--- config.mk ---
export PLATFORM = sky130hd
export DESIGN_NAME = i2c_eeprom_arbiter
export DESIGN_NICKNAME = d
export VERILOG_FILES = /design/src/rtl/i2c_eeprom_arbiter.sv
export SDC_FILE = /design/constraint.sdc
export NUM_CORES = 1
export LEC_CHECK = 0
export CORE_MARGIN = 3
export CORE_UTILIZATION = 55
export CTS_BUF_LIST = sky130_fd_sc_hd__clkbuf_8
export DETAILED_ROUTE_END_ITERATION = 8
export HOLD_SLACK_MARGIN = 0.08
export PLACE_DENSITY = 0.86
export REMOVE_ABC_BUFFERS = 1
export SLEW_MARGIN = 5
export SYNTH_ARGS = -nofsm -noshare
export SYNTH_HDL_FRONTEND = slang
export SYNTH_SLANG_ARGS = --single-unit
--- constraint.sdc ---
create_clock -name clk -period 6.2 [get_ports clk]
set_clock_uncertainty 0.15 [all_clocks]
set_input_delay 1.24 -clock clk [delete_from_list [all_inputs] [get_ports clk]]
set_output_delay 1.24 -clock clk [all_outputs]
set_load 0.02 [all_outputs]
--- src/rtl/i2c_eeprom_arbiter.sv ---
// Round-robin arbiter and byte-command sequencer sharing one I2C master between
// two requesters doing single-byte EEPROM reads/writes, with post-write ack polling.
module i2c_eeprom_arbiter #(
    parameter logic [6:0] DEV_ADDR = 7'h50,
    parameter logic [7:0] POLL_MAX = 8'd255
) (
    input  logic       clk,
    input  logic       rst,
    input  logic [1:0] req_valid,
    input  logic       req0_we,
    input  logic       req1_we,
    input  logic [7:0] req0_addr,
    input  logic [7:0] req1_addr,
    input  logic [7:0] req0_wdata,
    input  logic [7:0] req1_wdata,
    output logic [1:0] rsp_done,
    output logic [7:0] rsp_rdata,
    output logic       rsp_err,
    output logic       busy,
    output logic       i2c_cmd_go,
    output logic [2:0] i2c_cmd,
    output logic [7:0] i2c_wdata,
    input  logic       i2c_done,
    input  logic       i2c_ack_n,
    input  logic [7:0] i2c_rdata
);

    localparam logic [2:0] CMD_START = 3'd1;
    localparam logic [2:0] CMD_WRITE = 3'd2;
    localparam logic [2:0] CMD_READ  = 3'd3;
    localparam logic [2:0] CMD_STOP  = 3'd4;
    localparam logic [7:0] DEV_WR    = {DEV_ADDR, 1'b0};
    localparam logic [7:0] DEV_RD    = {DEV_ADDR, 1'b1};

    typedef enum logic [3:0] {
        S_IDLE, S_START, S_DEV, S_ADDR, S_DATA, S_STOP,
        S_POLL_START, S_POLL_DEV, S_POLL_STOP,
        S_RSTART, S_DEVR, S_READ, S_END_STOP, S_DONE, S_HOLD
    } state_t;

    state_t     state_reg;
    logic       rr_last_reg;
    logic       we_reg;
    logic [7:0] addr_reg;
    logic [7:0] wdata_reg;
    logic       err_reg;
    logic       poll_ack_reg;
    logic [7:0] poll_cnt_reg;
    logic [7:0] rdata_reg;

    // With both requests pending the one not served last wins.
    logic grant_sel;
    assign grant_sel = (req_valid == 2'b11) ? ~rr_last_reg : req_valid[1];

    always_ff @(posedge clk) begin
        if (rst) begin
            state_reg    <= S_IDLE;
            rr_last_reg  <= 1'b1;
            we_reg       <= 1'b0;
            addr_reg     <= 8'h00;
            wdata_reg    <= 8'h00;
            err_reg      <= 1'b0;
            poll_ack_reg <= 1'b0;
            poll_cnt_reg <= 8'h00;
            rdata_reg    <= 8'h00;
            rsp_done     <= 2'b00;
            rsp_rdata    <= 8'h00;
            rsp_err      <= 1'b0;
            busy         <= 1'b0;
            i2c_cmd_go   <= 1'b0;
            i2c_cmd      <= 3'd0;
            i2c_wdata    <= 8'h00;
        end else begin
            i2c_cmd_go <= 1'b0;
            rsp_done   <= 2'b00;
            case (state_reg)
                S_IDLE: begin
                    if (|req_valid) begin
                        rr_last_reg  <= grant_sel;
                        we_reg       <= grant_sel ? req1_we    : req0_we;
                        addr_reg     <= grant_sel ? req1_addr  : req0_addr;
                        wdata_reg    <= grant_sel ? req1_wdata : req0_wdata;
                        err_reg      <= 1'b0;
                        poll_cnt_reg <= 8'h00;
                        rdata_reg    <= 8'h00;
                        busy         <= 1'b1;
                        i2c_cmd_go   <= 1'b1;
                        i2c_cmd      <= CMD_START;
                        i2c_wdata    <= 8'h00;
                        state_reg    <= S_START;
                    end
                end
                S_START, S_POLL_START, S_RSTART: begin
                    if (i2c_done) begin
                        i2c_cmd_go <= 1'b1;
                        i2c_cmd    <= CMD_WRITE;
                        i2c_wdata  <= (state_reg == S_RSTART) ? DEV_RD : DEV_WR;
                        state_reg  <= (state_reg == S_START)      ? S_DEV :
                                      (state_reg == S_POLL_START) ? S_POLL_DEV : S_DEVR;
                    end
                end
                // A NACK on any addressing/data byte aborts through STOP with an error.
                S_DEV, S_ADDR, S_DATA, S_DEVR: begin
                    if (i2c_done) begin
                        i2c_cmd_go <= 1'b1;
                        i2c_wdata  <= 8'h00;
                        if (i2c_ack_n) begin
                            err_reg   <= 1'b1;
                            i2c_cmd   <= CMD_STOP;
                            state_reg <= S_END_STOP;
                        end else if (state_reg == S_DEV) begin
                            i2c_cmd   <= CMD_WRITE;
                            i2c_wdata <= addr_reg;
                            state_reg <= S_ADDR;
                        end else if (state_reg == S_ADDR && we_reg) begin
                            i2c_cmd   <= CMD_WRITE;
                            i2c_wdata <= wdata_reg;
                            state_reg <= S_DATA;
                        end else if (state_reg == S_ADDR) begin
                            i2c_cmd   <= CMD_START;
                            state_reg <= S_RSTART;
                        end else if (state_reg == S_DATA) begin
                            i2c_cmd   <= CMD_STOP;
                            state_reg <= S_STOP;
                        end else begin
                            i2c_cmd   <= CMD_READ;
                            state_reg <= S_READ;
                        end
                    end
                end
                S_STOP: begin
                    if (i2c_done) begin
                        i2c_cmd_go <= 1'b1;
                        i2c_cmd    <= CMD_START;
                        i2c_wdata  <= 8'h00;
                        state_reg  <= S_POLL_START;
                    end
                end
                S_POLL_DEV: begin
                    if (i2c_done) begin
                        poll_ack_reg <= ~i2c_ack_n;
                        if (i2c_ack_n && poll_cnt_reg != 8'hFF)
                            poll_cnt_reg <= poll_cnt_reg + 8'd1;
                        i2c_cmd_go <= 1'b1;
                        i2c_cmd    <= CMD_STOP;
                        i2c_wdata  <= 8'h00;
                        state_reg  <= S_POLL_STOP;
                    end
                end
                S_POLL_STOP: begin
                    if (i2c_done) begin
                        if (poll_ack_reg || poll_cnt_reg >= POLL_MAX) begin
                            rsp_done  <= rr_last_reg ? 2'b10 : 2'b01;
                            rsp_err   <= ~poll_ack_reg;
                            rsp_rdata <= rdata_reg;
                            state_reg <= S_DONE;
                        end else begin
                            i2c_cmd_go <= 1'b1;
                            i2c_cmd    <= CMD_START;
                            i2c_wdata  <= 8'h00;
                            state_reg  <= S_POLL_START;
                        end
                    end
                end
                S_READ: begin
                    if (i2c_done) begin
                        rdata_reg  <= i2c_rdata;
                        i2c_cmd_go <= 1'b1;
                        i2c_cmd    <= CMD_STOP;
                        i2c_wdata  <= 8'h00;
                        state_reg  <= S_END_STOP;
                    end
                end
                // rdata_reg stays 8'h00 on the error path since it is cleared at grant.
                S_END_STOP: begin
                    if (i2c_done) begin
                        rsp_done  <= rr_last_reg ? 2'b10 : 2'b01;
                        rsp_err   <= err_reg;
                        rsp_rdata <= rdata_reg;
                        state_reg <= S_DONE;
                    end
                end
                S_DONE: state_reg <= S_HOLD;
                S_HOLD: begin
                    busy      <= 1'b0;
                    state_reg <= S_IDLE;
                end
                default: state_reg <= S_IDLE;
            endcase
        end
    end

endmodule

-- Word-level counts from Yosys, hierarchy flattened
Index checks and enable logic that the tools add are counted.
- reduce and logical (&&, ||, !) cells: 27
- add/subtract/negate cells: 1
- equality and inequality tests: 30
- mux-type cells: 74
- magnitude comparators: 1
- bitwise gates (word level): 3
- operator list (cell ; count):
    two-way mux 8 bit ; 17
    two-way mux 4 bit ; 16
    one-hot mux 8 bit (2 select lines) ; 3
    one-hot mux 8 bit (5 select lines) ; 1
    two-way mux 3 bit ; 12
    one-hot mux 4 bit (9 select lines) ; 1
    == test 4 bit (second input constant) ; 7
    != test 2 bit (second input constant) ; 12
    one-hot mux 3 bit (6 select lines) ; 1
    == test 4 x 3 -> 1 bit (second input constant) ; 4
    AND reduction 8 bit ; 2
    two-way mux 1 bit ; 14
    AND reduction 4 bit ; 3
    nonzero test 2 bit ; 5
    OR reduction 10 bit ; 1
    adder 8 x 1 -> 8 bit (second input constant) ; 1
    == test 4 x 2 -> 1 bit (second input constant) ; 2
    >= comparator 8 bit (second input constant) ; 1
    two-way mux 2 bit ; 4
    != test 8 bit (second input constant) ; 1
    AND reduction 7 bit ; 1
    one-hot mux 1 bit (2 select lines) ; 3
    AND reduction 2 bit ; 3
    nonzero test 6 bit ; 1
    other kinds (14) ; 20
- register bits: 64
- logic and storage cells: 152
- input port bits: 48
- output and inout bits: 24

-- Depth between registers and ports, before layout
- depth in word-level cells: 8
- mapped depth: 9
- gate-level depth less buffers: 6

-- Worst setup path before layout
OpenSTA, ideal clock, no wires.
- path type: input to register
- from: in i2c_ack_n
- to: reg i2c_wdata[0]
- arrival: 2.437 ns
- path buffers: 1
- data required time: 5.922 ns
- slack: 3.485 ns
- stages: 6
- setup time: 0.128 ns
- cell sequence: clkbuf_1 nor2_1 a221oi_1 o32ai_1 mux2i_1 nor2_1
- cells in the longest elaborated chain, start to end: 3
- RTL lines (item ; line ; text):
    start: declaration ; 24 ; input logic i2c_ack_n,
    two-way mux 8 bit ; 107 ; if (i2c_ack_n) begin
    two-way mux 8 bit ; 104 ; if (i2c_done) begin
    one-hot mux 8 bit (5 select lines) ; 76 ; case (state_reg)
    end signal: assignment ; 97 ; i2c_wdata <= (state_reg == S_RSTART) ? DEV_RD : DEV_WR;
    end signal: assignment ; 113 ; i2c_wdata <= addr_reg;
    end signal: assignment ; 117 ; i2c_wdata <= wdata_reg;
    end: declaration ; 22 ; output logic [7:0] i2c_wdata,
No other way between the ends. The select of a mux whose other input is x is not followed.
A chain may end at the register's enable or synchronous reset.

-- Worst setup path after layout
Same ends and word-level chain as after synthesis.

==> results.yml <==
layout:
  design_area_um2: 4020
  final_nets: 469
  layout-drive-gt1-share: 0.0706
  nFillCells: 440
  n_antenna_cell: 0
  syn_to_final_growth_pct: 25.8
  ff_latch_area_um2: 1280
  multi_input_area_um2: 1710
critical_path:
  setup.worst_path.start: "i2c_ack_n"
  r2r_start: "state_reg[2]$_SDFFE_PP0P_"
  worstPathMaxFanout: 12
  cp-start-kind: "input pin"
  required_ps: 6250
  end_kind: "flop"
  worstSetupPathType: "in2reg"
  cp.arrival_ps: 3440
clock_network:
  clock-sinks: 64
  htreeDepth: 3
  cts_tree: "done"
  cts_resized: 0
  path_clk_slew_ps: 70
  clk_latency_ps: 350
  cts-root-buf: "clkbuf_8"
  cts_buffers: 9
  ctsHoldBuffers: 0
  cts_buffer_depth: 2
  post_cts_buffers: 0
die:
  die_x_um: 82.2
  dieArea_um2: 6760
  core_area_um2: 5570
  std_cell_rows: 27
  initial_core_util: 0.574
  io_pins: 72
  die_h_um: 82.2
detailed_routing:
  route.vias.total: 2945
  drtPass1Iterations: 5
  drt_iter0_drc: 339
  top_layer: "met4"
  route.detailed.drc: 0
  wirelength_met1_mm: 3.24
  postRouteAntennaNets: 0
  routed_wl_mm: 7.59
  wl_met3_um: 478
  detail_route.wl_per_cell_um: 15.3
  wl_met2_mm: 3.78
  via_per_inst: 5.93
timing:
  max_slew.worst_pin.slew_ps: 1050
  period_share: 0.548
  fmax_mhz: 294
  drv_slew: 0
  min_period_ps: 3400
  setup_violations: 0
  setup_tns_ps: 0
  relSlewSlack: 0.300
  fin_ws_ps: 2800
  rsz0062_at_grt: "no"
  final-hold-violation-count: 0
synthesis:
  synth_seq_cells: 64
  synth-edff-count: 0
  ys_warn_count: 0
  synth_top_flop_cell: "dfxtp_1"
  syn-cell-area_um2: 3200
  yosysSeqAreaShare: 0.401
  synth_area_per_cell_um2: 8.71
  synth_cells: 367
  synth_cell_types: 56
  ys_async_sr_fraction: 0
pwr:
  share_comb_of_total_power: 0.401
  p_leak_nw: 1.44
  switching_share: 0.418
  power_density_nw_per_um2: 394
  clkPwrFrac: 0.196
  seqPwrFrac: 0.403
  peakVddDrop_v: 0.000237
  switching_power_mw: 0.662
  power.internal_mw: 0.923
  finalPower_mw: 1.58
grt:
  grt_usage: 0.236
  grt_pass1_wl_mm: 12.4
  antenna_found_initial: 0
  grt_overflow: 0
  grt_pass1_vias: 2641
  grt_max_degree: 61
status:
  status: "finished clean"
hold_path:
  min-delay-start: "i2c_wdata[6]$_SDFFE_PP0P_"
  hp-class: "reg2reg"
placed_design:
  io_buffer_count: 71
  place_ws_ps: 2530
  place_congestion: 0.962
  hpwlAfterDp_mm: 5.17
  placed_area_um2: 3850
run:
  max-cap-violations: 0
-- stage by stage --
stage	hold slack, ps	instances	utilization
3_3_place_gp	293	481	0.690
5_1_grt	337	497	0.721
4_1_cts	312	497	0.721
3_5_place_dp	302	481	0.690
2_1_floorplan	271	335	-
6_report	310	497	0.721
-- power groups by stage --
stage	clock (mW)	sequential [mW]	combinational [mW]
final	0.310	0.639	0.635
after global routing	0.337	0.656	0.703
after CTS	0.315	0.634	0.633
after detailed placement	0	0.643	0.627
after global placement	0	0.640	0.608
after floorplan	0	0.634	0.417
-- layer usage --
metal / track usage / vias up
li1: - / 1461
met4: 0.0615 / 0
met2: 0.389 / 117
met3: 0.0672 / 11
met5: 0 / -
met1: 0.302 / 1356
-- critical path: stages --
cell	delay (ps)
clkdlybuf4s50_1	720
inv_1	150
a221oi_1	910
o32ai_1	180
mux2i_1	190
nor2_1	50
-- final timing paths --
check | to | slack [ps] | depth (start not counted)
max | i2c_wdata[0]$_SDFFE_PP0P_ | 2800 | 6
max reg2reg | i2c_wdata[0]$_SDFFE_PP0P_ | 3190 | 5
min reg2reg | i2c_wdata[6]$_SDFFE_PP0P_ | 310 | 2
min | i2c_wdata[6]$_SDFFE_PP0P_ | 310 | 2
-- kinds of logic (layout without fill, tap and decap cells) --
| family | count (synthesis) | count (layout) | share of synthesized area |
|---|---|---|---|
| simple gates | 132 | 132 | 0.206 |
| compound gates | 93 | 93 | 0.215 |
| flops | 64 | 64 | 0.401 |
| buf+inv | 41 | 99 | 0.0642 |
| mux | 30 | 30 | 0.0939 |
| xor+xnor | 6 | 6 | 0.0164 |
| fa+ha+maj | 1 | 1 | 0.00391 |
-- cell usage in the layout (no fill, tap or decap), drive strengths merged, types with 8 or more instances in the layout --
cell type       n
clkbuf          9
nor2b           8
inv            10
clkdlybuf4s50  70
nand2          18
a21oi          14
nor3            8
nor2           63
a22oi           8
dfxtp          64
a211oi         22
a32oi           9
mux2i          30
-- layout make-up --
class	count	share of cell area
Multi-Input combinational cell	262	0.426
Inverter	9	0.00840
Tap cell	72	0.0224
Clock inverter	7	0.0124
Sequential cell	64	0.319
Timing Repair Buffer	74	0.181
Clock buffer	9	0.0308
-- synth_stat cells (4+ instances only) --
cell type / number / area, um2
dfxtp_1: 64 / 1280
nor2_1: 62 / 233
mux2i_1: 30 / 300
a211oi_1: 22 / 165
nand2_1: 18 / 67.6
clkbuf_1: 16 / 60.1
a21oi_1: 14 / 70.1
a32oi_1: 9 / 78.8
inv_1: 9 / 33.8
a22oi_1: 8 / 60.1
nor2b_1: 8 / 50.1
nand3_1: 7 / 35.0
o21ai_0: 7 / 35.0
nor3_1: 6 / 30.0
xnor2_1: 6 / 52.6
a311oi_1: 5 / 43.8
buf_2: 5 / 25.0
a31oi_1: 4 / 25.0
buf_1: 4 / 15.0
or3_1: 4 / 25.0
Note: power is estimated with default switching activity, not from simulation.
